**src/rtl/branch_predictor_if.sv**
```systemverilog
// Pipeline-facing signal bundle for branch_predictor: the IF lookup and the EX resolution.
// The master side is the pipeline, and the slave side is the predictor.
interface branch_predictor_if;
  logic [31:0] if_pc;
  logic        pred_taken;
  logic [31:0] pred_pc;
  logic        ex_valid;
  logic [31:0] ex_pc;
  logic [2:0]  ex_br_type;
  logic        ex_br;
  logic [31:0] ex_target;
  logic        ex_pred_taken;
  logic [31:0] ex_pred_pc;
  logic        redirect;
  logic [31:0] redirect_pc;

  modport master (
    output if_pc, ex_valid, ex_pc, ex_br_type, ex_br, ex_target, ex_pred_taken, ex_pred_pc,
    input  pred_taken, pred_pc, redirect, redirect_pc
  );

  modport slave (
    input  if_pc, ex_valid, ex_pc, ex_br_type, ex_br, ex_target, ex_pred_taken, ex_pred_pc,
    output pred_taken, pred_pc, redirect, redirect_pc
  );
endinterface

```
**src/rtl/branch_predictor.sv**
```systemverilog
// Direct-mapped predictor that uses 2-bit saturating counters and a BTB. It also resolves branches and raises redirects.
// Optional BP_STATS_EN adds the branch and mispredict counters o_stat_branches and o_stat_mispredicts.
module branch_predictor #(
  parameter  int ENTRIES = 16,
  localparam int INDEX_W = $clog2(ENTRIES)
) (
  input logic clk,
  input logic rst,
  branch_predictor_if.slave bp
`ifdef BP_STATS_EN
  ,
  output logic [31:0] o_stat_branches,
  output logic [31:0] o_stat_mispredicts
`endif
);
  localparam int TAG_W = 32 - INDEX_W - 2;

  logic [1:0]         r_cnt    [ENTRIES];
  logic [ENTRIES-1:0] r_valid;
  logic [TAG_W-1:0]   r_tag    [ENTRIES];
  logic [31:0]        r_target [ENTRIES];

  logic [INDEX_W-1:0] w_if_idx;
  logic [TAG_W-1:0]   w_if_tag;
  logic [INDEX_W-1:0] w_ex_idx;
  logic [TAG_W-1:0]   w_ex_tag;
  logic               w_hit;
  logic               w_act;
  logic [31:0]        w_correct_pc;

  assign w_if_idx = bp.if_pc[INDEX_W+1:2];
  assign w_if_tag = bp.if_pc[31:INDEX_W+2];
  assign w_ex_idx = bp.ex_pc[INDEX_W+1:2];
  assign w_ex_tag = bp.ex_pc[31:INDEX_W+2];

  // The lookup reads registered state only, so a same-cycle update becomes visible on the next cycle.
  assign w_hit          = r_valid[w_if_idx] && (r_tag[w_if_idx] == w_if_tag);
  assign bp.pred_taken  = w_hit && r_cnt[w_if_idx][1];
  assign bp.pred_pc     = bp.pred_taken ? r_target[w_if_idx] : bp.if_pc + 32'd4;

  assign w_act          = bp.ex_valid && (bp.ex_br_type != 3'd0);
  assign w_correct_pc   = bp.ex_br ? bp.ex_target : bp.ex_pc + 32'd4;
  assign bp.redirect    = w_act && ((bp.ex_br != bp.ex_pred_taken) ||
                                    (bp.ex_br && (bp.ex_pred_pc != bp.ex_target)));
  assign bp.redirect_pc = w_act ? w_correct_pc : 32'd0;

  // The counter is trained even on a tag miss, because each index has only one counter.
  always_ff @(posedge clk or posedge rst) begin
    if (rst) begin
      for (int i = 0; i < ENTRIES; i++) r_cnt[i] <= 2'b01;
      r_valid <= '0;
    end else if (w_act) begin
      if (bp.ex_br) begin
        if (r_cnt[w_ex_idx] != 2'b11) r_cnt[w_ex_idx] <= r_cnt[w_ex_idx] + 2'd1;
        r_valid[w_ex_idx] <= 1'b1;
      end else if (r_cnt[w_ex_idx] != 2'b00) begin
        r_cnt[w_ex_idx] <= r_cnt[w_ex_idx] - 2'd1;
      end
    end
  end

  // Tag and target are only meaningful while valid is set, so they are not reset.
  always_ff @(posedge clk) begin
    if (w_act && bp.ex_br) begin
      r_tag[w_ex_idx]    <= w_ex_tag;
      r_target[w_ex_idx] <= bp.ex_target;
    end
  end

`ifdef BP_STATS_EN
  logic [31:0] r_stat_branches;
  logic [31:0] r_stat_mispredicts;

  always_ff @(posedge clk or posedge rst) begin
    if (rst) begin
      r_stat_branches    <= 32'd0;
      r_stat_mispredicts <= 32'd0;
    end else begin
      if (w_act)       r_stat_branches    <= r_stat_branches + 32'd1;
      if (bp.redirect) r_stat_mispredicts <= r_stat_mispredicts + 32'd1;
    end
  end

  assign o_stat_branches    = r_stat_branches;
  assign o_stat_mispredicts = r_stat_mispredicts;
`endif
endmodule

```
**src/flat_wrapper.sv**
```systemverilog
// flat-port wrapper written by rule: the top's interface ports become plain ports
module branch_predictor_flat 
#(
  parameter  int ENTRIES = 16,
  localparam int INDEX_W = $clog2(ENTRIES)
)
  (clk, rst, bp_if_pc, bp_ex_valid, bp_ex_pc, bp_ex_br_type, bp_ex_br, bp_ex_target, bp_ex_pred_taken, bp_ex_pred_pc, bp_pred_taken, bp_pred_pc, bp_redirect, bp_redirect_pc);
  branch_predictor_if bp_i ();
  input logic clk;
  input logic rst;
  input wire logic [$bits(bp_i.if_pc)-1:0] bp_if_pc;
  input wire logic [$bits(bp_i.ex_valid)-1:0] bp_ex_valid;
  input wire logic [$bits(bp_i.ex_pc)-1:0] bp_ex_pc;
  input wire logic [$bits(bp_i.ex_br_type)-1:0] bp_ex_br_type;
  input wire logic [$bits(bp_i.ex_br)-1:0] bp_ex_br;
  input wire logic [$bits(bp_i.ex_target)-1:0] bp_ex_target;
  input wire logic [$bits(bp_i.ex_pred_taken)-1:0] bp_ex_pred_taken;
  input wire logic [$bits(bp_i.ex_pred_pc)-1:0] bp_ex_pred_pc;
  output wire logic [$bits(bp_i.pred_taken)-1:0] bp_pred_taken;
  output wire logic [$bits(bp_i.pred_pc)-1:0] bp_pred_pc;
  output wire logic [$bits(bp_i.redirect)-1:0] bp_redirect;
  output wire logic [$bits(bp_i.redirect_pc)-1:0] bp_redirect_pc;
  assign bp_i.if_pc = bp_if_pc;
  assign bp_i.ex_valid = bp_ex_valid;
  assign bp_i.ex_pc = bp_ex_pc;
  assign bp_i.ex_br_type = bp_ex_br_type;
  assign bp_i.ex_br = bp_ex_br;
  assign bp_i.ex_target = bp_ex_target;
  assign bp_i.ex_pred_taken = bp_ex_pred_taken;
  assign bp_i.ex_pred_pc = bp_ex_pred_pc;
  assign bp_pred_taken = bp_i.pred_taken;
  assign bp_pred_pc = bp_i.pred_pc;
  assign bp_redirect = bp_i.redirect;
  assign bp_redirect_pc = bp_i.redirect_pc;
  branch_predictor #(.ENTRIES(ENTRIES)) u_core (.clk(clk), .rst(rst), .bp(bp_i));
endmodule
```
**config.mk**
```make
export PLATFORM = sky130hd
export DESIGN_NAME = branch_predictor_flat
export DESIGN_NICKNAME = d
export VERILOG_FILES = /design/src/rtl/branch_predictor_if.sv /design/src/rtl/branch_predictor.sv /design/src/flat_wrapper.sv
export SDC_FILE = /design/constraint.sdc
export NUM_CORES = 1
export LEC_CHECK = 0
export ABC_CLOCK_PERIOD_IN_PS = 6550
export BUFFER_PORTS_ARGS = -buffer_cell sky130_fd_sc_hd__clkbuf_2
export CAP_MARGIN = 10
export CORE_MARGIN = 3
export CORE_UTILIZATION = 55
export CTS_CLUSTER_SIZE = 30
export DETAILED_ROUTE_END_ITERATION = 12
export PLACE_DENSITY = 0.8
export SLEW_MARGIN = 30
export SYNTH_ARGS = -nofsm -noshare
export SYNTH_HDL_FRONTEND = slang
export SYNTH_SLANG_ARGS = --single-unit
```
**constraint.sdc**
```tcl
create_clock -name clk -period 6.55 [get_ports clk]
set_input_delay 0 -clock clk [delete_from_list [all_inputs] [get_ports clk]]
set_output_delay 0 -clock clk [all_outputs]
set_load 0.02 [all_outputs]
```
==> results.sh, run 1 <==
export IMPL_first_global_vias=23047
export IMPL_ctsHtreeMaxLevel=3
export IMPL_max_cap_viol_count=0
export IMPL_layout_nets=2453
export IMPL_finalWorstPathRequiredPeriod_ps=4480
export IMPL_synthDistinctLibCells=65
export IMPL_post_synth_arst_share_pct=4.92
export IMPL_drtAntennaViolNets=0
export IMPL_pwr_density_cell_nw_per_um2=298
export IMPL_layout_cells_most_common="sky130_fd_sc_hd__edfxtp_1"
export IMPL_floorplan_initialDensity_pct=56.1
export IMPL_postPlaceCellArea_um2=42800
export IMPL_crit_path_max_fanout=69
export IMPL_num_rows=98
export IMPL_grt_start_max_net_pins=89
export IMPL_slew_of_the_pin_with_the_lowest_slew_margin_ps=1000
export IMPL_max_freq_ghz=0.223
export IMPL_pwr_share_clk_pct=40.0
export IMPL_crit_end="bp_pred_pc[13]"
export IMPL_syn_area_per_cell_um2=20.1
export IMPL_crit_slowest_cell="sky130_fd_sc_hd__buf_4"
export IMPL_post_place_ws_ps=2100
export IMPL_synth_seq_cells=976
export IMPL_power_switching_mw=3.14
export IMPL_comb_power_share_pct=8.6
export IMPL_cts_buffer_depth=3
export IMPL_dominantRegCellSynth="sky130_fd_sc_hd__edfxtp_1"
export IMPL_setup_worst_path_start="bp_if_pc[2]"
export IMPL_cells_after_synth=2013
export IMPL_core_area_um2=72200
export IMPL_final_cell_mix="sky130_fd_sc_hd__edfxtp_1 (928), sky130_fd_sc_hd__mux4_2 (275), sky130_fd_sc_hd__clkbuf_2 (198)"
export IMPL_synth_seq_area_share_pct=71.8
export IMPL_ff2ff_path_depth=10
export IMPL_startpoint_type="input pin"
export IMPL_dp_cells=3105
export IMPL_antenna_found_initial=8
export IMPL_netSwitchingFraction_pct=22.6
export IMPL_finalInstanceArea_um2=46600
export IMPL_rsz_0062_raised_after_global_routing="false"
export IMPL_post_drt_via_cell_ratio=6.83
export IMPL_clock_root_buffer="sky130_fd_sc_hd__clkbuf_16"
export IMPL_drv_slew=0
export IMPL_setup_tns_ps=0
export IMPL_endpoint_kind="primary output"
export IMPL_clk_insertion_delay_late_ps=670
export IMPL_clock_tree_from_tritoncts="built"
export IMPL_timing_slew_headroom_pct=33.0
export IMPL_synthesis_yosys_warnings=0
export IMPL_final_hold_viol_count=0
export IMPL_numCtsBuffers=95
export IMPL_synth_edf_count=928
export IMPL_timing_final_ws_setup_ps=2070
export IMPL_internal_power_mw=10.8
export IMPL_setup_violations=0
export IMPL_final_instance_count_excl_fillers=3341
export IMPL_static_leakage_power_nw=15.5
export IMPL_die_width_um=277
export IMPL_fin_hold_ws_ps=8.76
export IMPL_netlist_area_um2=40500
export IMPL_critical_path_cell_chain="buf_8 > buf_4 > mux4_1 > mux4_2 > xnor2_1 > o2111ai_1 > nor4_2 > o2111ai_4 > buf_4 > mux2_4 > clkbuf_2"
export IMPL_timing_final_crit_share_pct=68.3
export IMPL_floorplan_die_height_um=277
export IMPL_r2r_end="u_core.r_cnt[15]"
export IMPL_cp_required_ps=6550
export IMPL_rrSetupSlack_ps=3140
export IMPL_irDropWorstVdd_uv=250
export IMPL_cp_num_cells=11
export IMPL_boundaryPins=202
export IMPL_numClockSinks=976
export IMPL_design_die_area_um2=76900
export IMPL_critical_path_max_stage_delay_ps=660
export IMPL_track_usage_pct=29.6
export IMPL_numPortBuffers=201
export IMPL_finalWirelength_um=114000
export IMPL_final_setup_skew_ps=15.1
export IMPL_cts_reportedPaths_clkPinSlew_ps=60
export IMPL_timing_critical_path_mode_cell="sky130_fd_sc_hd__buf_4"
export IMPL_path_class="in2out"
export IMPL_wire_per_inst_um=34.0
export IMPL_drc_violations_left=0
export IMPL_timing_critical_path_arrival_ps=4480
export IMPL_dpl_hpwl_um=67100
export IMPL_synth_fp_nets=2156
export IMPL_route_vias_total=22809
export IMPL_grt_pass1_wl_um=163000
export IMPL_worstHoldPathType="in2async"
export IMPL_first_iter_violations=3510
export IMPL_number_of_detailed_routing_iterations_run_before_antenna_repair=6
export IMPL_fraction_of_final_layout_cells_with_drive_strength_greater_than_1_pct=32.4
export IMPL_place_congestion=0.905
export IMPL_cpLargestDelayFamily="buffers and inverters"
export IMPL_timing_critical_path_buf_inv=4
export IMPL_outcome="finished clean"
export IMPL_seqPwrFrac_pct=51.4
export IMPL_grt_overflow_total=0
export IMPL_syn_to_final_growth_pct=15.1
-- per-stage QoR --
step           util (%)  total power, mW
2_1_floorplan         -             7.94
3_3_place_gp       59.1             8.35
3_5_place_dp       59.3             8.40
4_1_cts            64.5             13.9
5_1_grt            64.5             14.2
6_report           64.5             13.9
-- final cells by class --
type	count	area [um2]
sequential	976	29100
fill	4587	25600
multi-input combinational	914	11000
clock buffer	119	2520
timing repair buffer	304	2080
tap	950	1190
clock inverter	54	661
inverter	19	73.8
antenna	5	12.5
-- power by group through the flow --
stage	clock network (mW)	registers, mW	logic (mW)
after floorplan	0	7.23	0.712
after CTS	5.59	7.14	1.18
after global routing	5.82	7.16	1.27
after global placement	0	7.25	1.10
final	5.56	7.14	1.20
after detailed placement	0	7.27	1.14
-- worst reg2reg max path, stage by stage (launching register included) --
cell and delay (ps):
sky130_fd_sc_hd__dfstp_2 370, sky130_fd_sc_hd__mux4_2 480, sky130_fd_sc_hd__mux2_2 300, sky130_fd_sc_hd__o21ai_0 250, sky130_fd_sc_hd__inv_1 280, sky130_fd_sc_hd__ha_1 280, sky130_fd_sc_hd__mux2i_1 200, sky130_fd_sc_hd__nand2_1 180
sky130_fd_sc_hd__nor3b_1 480, sky130_fd_sc_hd__nand2_1 190, sky130_fd_sc_hd__mux2_2 300
-- layer usage --
metal	vias up	track usage, %	wire, um
met4	8	12.9	5650
met2	1823	47.4	55500
li1	8872	-	-
met3	333	7.36	13200
met1	11773	39.1	39300
met5	-	0	53
-- state kept, by name (all words and copies together) (netlist names), named ones only --
register and cells:
u_core.r_target 512, u_core.r_tag 416, u_core.r_cnt 16, u_core.r_valid 16
-- cells by family (layout without fill, tap and decap cells) --
| kind of cell | after synthesis | count (layout) | share of synthesized area, % |
|---|---|---|---|
| other cells | 0 | 5 | 0 |
| buf+inv | 123 | 496 | 1.42 |
| fa+ha+maj | 7 | 7 | 0.216 |
| mux | 391 | 391 | 18.8 |
| xor+xnor | 108 | 108 | 2.35 |
| flops | 976 | 976 | 71.8 |
| simple gates | 303 | 303 | 3.71 |
| compound gates | 105 | 105 | 1.68 |
-- cells in the mapped netlist (all sizes together) (32+ instances only) --
cell type,instances,area [um2]
xor2,42,368
clkbuf,46,173
nand3,37,185
edfxtp,928,27900
dfrtp,32,801
mux2,57,751
o21ai,37,185
mux4,279,6300
nand2,77,289
mux2i,55,551
xnor2,66,586
buf,58,333
nor2,70,263
-- worst min path at each step --
| stage | from | to | slack, ps |
|---|---|---|---|
| 2_1_floorplan | bp_ex_pc[6] | u_core.r_tag[0][0] | 100 |
| 3_3_place_gp | rst | u_core.r_valid[8] | 240 |
| 3_5_place_dp | rst | u_core.r_valid[8] | 260 |
| 4_1_cts | bp_ex_pc[5] | flip-flop | 5 |
| 5_1_grt | bp_ex_target[16] | u_core.r_target[15][16] | 60 |
| 6_report | rst | u_core.r_valid[9] | 9 |
-- timing repair --
action                                 CTS  global route
hold buffers                            58             0
setup buffers                            0             0
endpoints found under the hold margin  928             0
resized for setup                        0             0
Note: power is estimated with default switching activity, not from simulation.
==> run 2: changes to the inputs <==
--- a/config.mk
+++ b/config.mk
@@ -5,7 +5,7 @@
 export SDC_FILE = /design/constraint.sdc
 export NUM_CORES = 1
 export LEC_CHECK = 0
-export ABC_CLOCK_PERIOD_IN_PS = 6550
+export ABC_CLOCK_PERIOD_IN_PS = 4400
 export BUFFER_PORTS_ARGS = -buffer_cell sky130_fd_sc_hd__clkbuf_2
 export CAP_MARGIN = 10
 export CORE_MARGIN = 3
==> constraint.sdc (replaced) <==
create_clock -name clk -period 4.4 [get_ports clk]
set_input_delay 0 -clock clk [delete_from_list [all_inputs] [get_ports clk]]
set_output_delay 0 -clock clk [all_outputs]
set_load 0.02 [all_outputs]
==> results.sh, run 2 (synthesis results as in run 1) <==
export IMPL_final_cell_mix="sky130_fd_sc_hd__edfxtp_1 (928), sky130_fd_sc_hd__mux4_2 (275), sky130_fd_sc_hd__clkbuf_2 (198)"
export IMPL_setup_tns_ps=0
export IMPL_die_width_um=277
export IMPL_cpLargestDelayFamily="simple AND/OR/NAND/NOR gates"
export IMPL_first_global_vias=22949
export IMPL_clock_root_buffer="sky130_fd_sc_hd__clkbuf_16"
export IMPL_finalWorstPathRequiredPeriod_ps=4080
export IMPL_numClockSinks=976
export IMPL_path_class="reg2out"
export IMPL_antenna_found_initial=7
export IMPL_drtAntennaViolNets=0
export IMPL_cts_reportedPaths_clkPinSlew_ps=60
export IMPL_met1Wirelength_um=39200
export IMPL_critical_path_cell_chain="mux4_2 > mux4_2 > xnor2_1 > o21ai_0 > nand3b_1 > or4b_2 > nor4_1 > clkbuf_2"
export IMPL_place_congestion=0.899
export IMPL_timing_critical_path_buf_inv=1
export IMPL_grt_start_max_net_pins=90
export IMPL_static_leakage_power_nw=15.6
export IMPL_largest_registers="u_core.r_target: 512 flops, u_core.r_tag: 416 flops"
export IMPL_clock_tree_from_tritoncts="built"
export IMPL_slew_of_the_pin_with_the_lowest_slew_margin_ps=948
export IMPL_boundaryPins=202
export IMPL_largest_register_ffs=512
export IMPL_wl_met2_um=53700
export IMPL_cp_required_ps=4400
export IMPL_dpl_hpwl_um=66900
export IMPL_startpoint_type="flip-flop"
export IMPL_worstHoldPathType="in2async"
export IMPL_track_usage_pct=29.5
export IMPL_cts_buffer_depth=3
export IMPL_timing_critical_path_mode_cell="sky130_fd_sc_hd__mux4_2"
export IMPL_timing_slew_headroom_pct=36.8
export IMPL_finalWirelength_um=113000
export IMPL_cts_repair_resize_count=0
export IMPL_route_vias_total=22673
export IMPL_pwr_density_cell_nw_per_um2=444
export IMPL_finalPower_mw=20.7
export IMPL_route_top_layer_used="met5"
export IMPL_syn_to_final_growth_pct=15.3
export IMPL_design_die_area_um2=76900
export IMPL_final_hold_viol_count=0
export IMPL_routed_wl_met3_um=14900
export IMPL_clk_insertion_delay_late_ps=650
export IMPL_floorplan_die_height_um=277
export IMPL_top_register="u_core.r_target"
export IMPL_first_iter_violations=3555
export IMPL_timing_final_crit_share_pct=92.7
export IMPL_ctsHtreeMaxLevel=3
export IMPL_endpoint_kind="primary output"
export IMPL_crit_slowest_cell="sky130_fd_sc_hd__or4b_2"
export IMPL_core_area_um2=72200
export IMPL_grt_overflow_total=0
export IMPL_fillerInstances=4591
export IMPL_layout_nets=2465
export IMPL_num_rows=98
export IMPL_floorplan_initialDensity_pct=56.1
export IMPL_max_freq_ghz=0.245
export IMPL_setup_violations=0
export IMPL_critical_path_max_stage_delay_ps=670
export IMPL_drv_slew=0
export IMPL_drc_violations_left=0
export IMPL_numPortBuffers=201
export IMPL_timing_final_ws_setup_ps=323
export IMPL_max_cap_viol_count=0
export IMPL_fraction_of_final_layout_cells_with_drive_strength_greater_than_1_pct=32.7
export IMPL_layout_cells_most_common="sky130_fd_sc_hd__edfxtp_1"
export IMPL_rsz_0062_raised_after_global_routing="false"
export IMPL_irDropWorstVdd_uv=436
export IMPL_number_of_detailed_routing_iterations_run_before_antenna_repair=5
export IMPL_post_place_ws_ps=744
export IMPL_crit_path_max_fanout=2
export IMPL_post_drt_via_cell_ratio=6.77
export IMPL_wire_per_inst_um=33.6
export IMPL_numCtsBuffers=95
export IMPL_grt_pass1_wl_um=163000
export IMPL_timing_critical_path_arrival_ps=4080
export IMPL_final_setup_skew_ps=5.89
export IMPL_outcome="finished clean"
==> run 2: changes by cell type in the layout (fill, tap and decap cells not counted), sizes merged <==
| cell | delta |
|---|---|
| diode | -3 |
| bufinv | +1 |
| inv | +2 |
| clkinvlp | -2 |
| dlygate4sd3 | +3 |
| buf | +9 |
| clkbuf | -3 |
| clkinv | +3 |
==> run 2: power breakdown <==
| part | internal, mW | leakage (nW) | switching [mW] | total (mW) |
|---|---|---|---|---|
| sequential | 10.5 | 8.91 | 0.151 | 10.6 |
| clock | 4.83 | 1.56 | 3.47 | 8.30 |
| combinational | 0.742 | 5.14 | 1.06 | 1.80 |
==> run 2: final timing paths <==
| check | startpoint | end | slack [ps] | cells past startpoint |
|---|---|---|---|---|
| max | u_core.r_tag[7][8] | bp_pred_taken | 320 | 8 |
| min | rst | u_core.r_cnt[15] | 20 | 3 |
| max reg2reg | flip-flop | u_core.r_cnt[27] | 580 | 11 |
| min reg2reg | u_core.r_valid[15] | u_core.r_valid[15] | 470 | 1 |
| max in group asynchronous | rst | u_core.r_cnt[5] | 3890 | 3 |
| min in group clk | bp_ex_pc[5] | flip-flop | 30 | 4 |
==> run 2: stage by stage <==
stage                     instances  hold WS [ps]  util [%]  instance area [um2]
after floorplan                2013          98.9         -                40500
after global placement         3114           247      59.4                42900
after detailed placement       3114           271      59.4                42900
after CTS                      3349          7.19      64.6                46700
after global routing           3350          67.4      64.6                46700
final                          3351          22.0      64.6                46700
==> run 2: cell type report <==
class | instances | area [um2] | share of cell area [%]
clock buffer | 116 | 2500 | 5.35
clock inverter | 58 | 667 | 1.43
multi-input combinational | 914 | 11000 | 23.5
timing repair buffer | 316 | 2170 | 4.66
inverter | 19 | 73.8 | 0.158
sequential | 976 | 29100 | 62.3
antenna | 2 | 5.00 | 0.0107
tap | 950 | 1190 | 2.55
==> run 2: metal layers <==
metal / GRT usage [%] / vias up
met5: 0 / -
met4: 10.8 / 8
met3: 8.82 / 295
met2: 46.3 / 1807
met1: 39.8 / 11662
li1: - / 8901
==> run 2: repair_timing <==
item | 4_1_cts | 5_1_grt
endpoints found under the hold margin | 962 | 0
setup buffers | 0 | 0
hold buffers | 61 | 0
==> run 2: worst register-to-register path: stages, from the launching register on <==
cell and delay, ps:
sky130_fd_sc_hd__dfstp_2 370, sky130_fd_sc_hd__mux4_2 470, sky130_fd_sc_hd__mux2_2 280, sky130_fd_sc_hd__o21ai_0 280
sky130_fd_sc_hd__inv_1 300, sky130_fd_sc_hd__ha_1 270, sky130_fd_sc_hd__mux2i_1 190, sky130_fd_sc_hd__nand2_1 170
sky130_fd_sc_hd__nor3_1 380, sky130_fd_sc_hd__dlygate4sd3_1 600, sky130_fd_sc_hd__nand2_1 90, sky130_fd_sc_hd__mux2_2 300
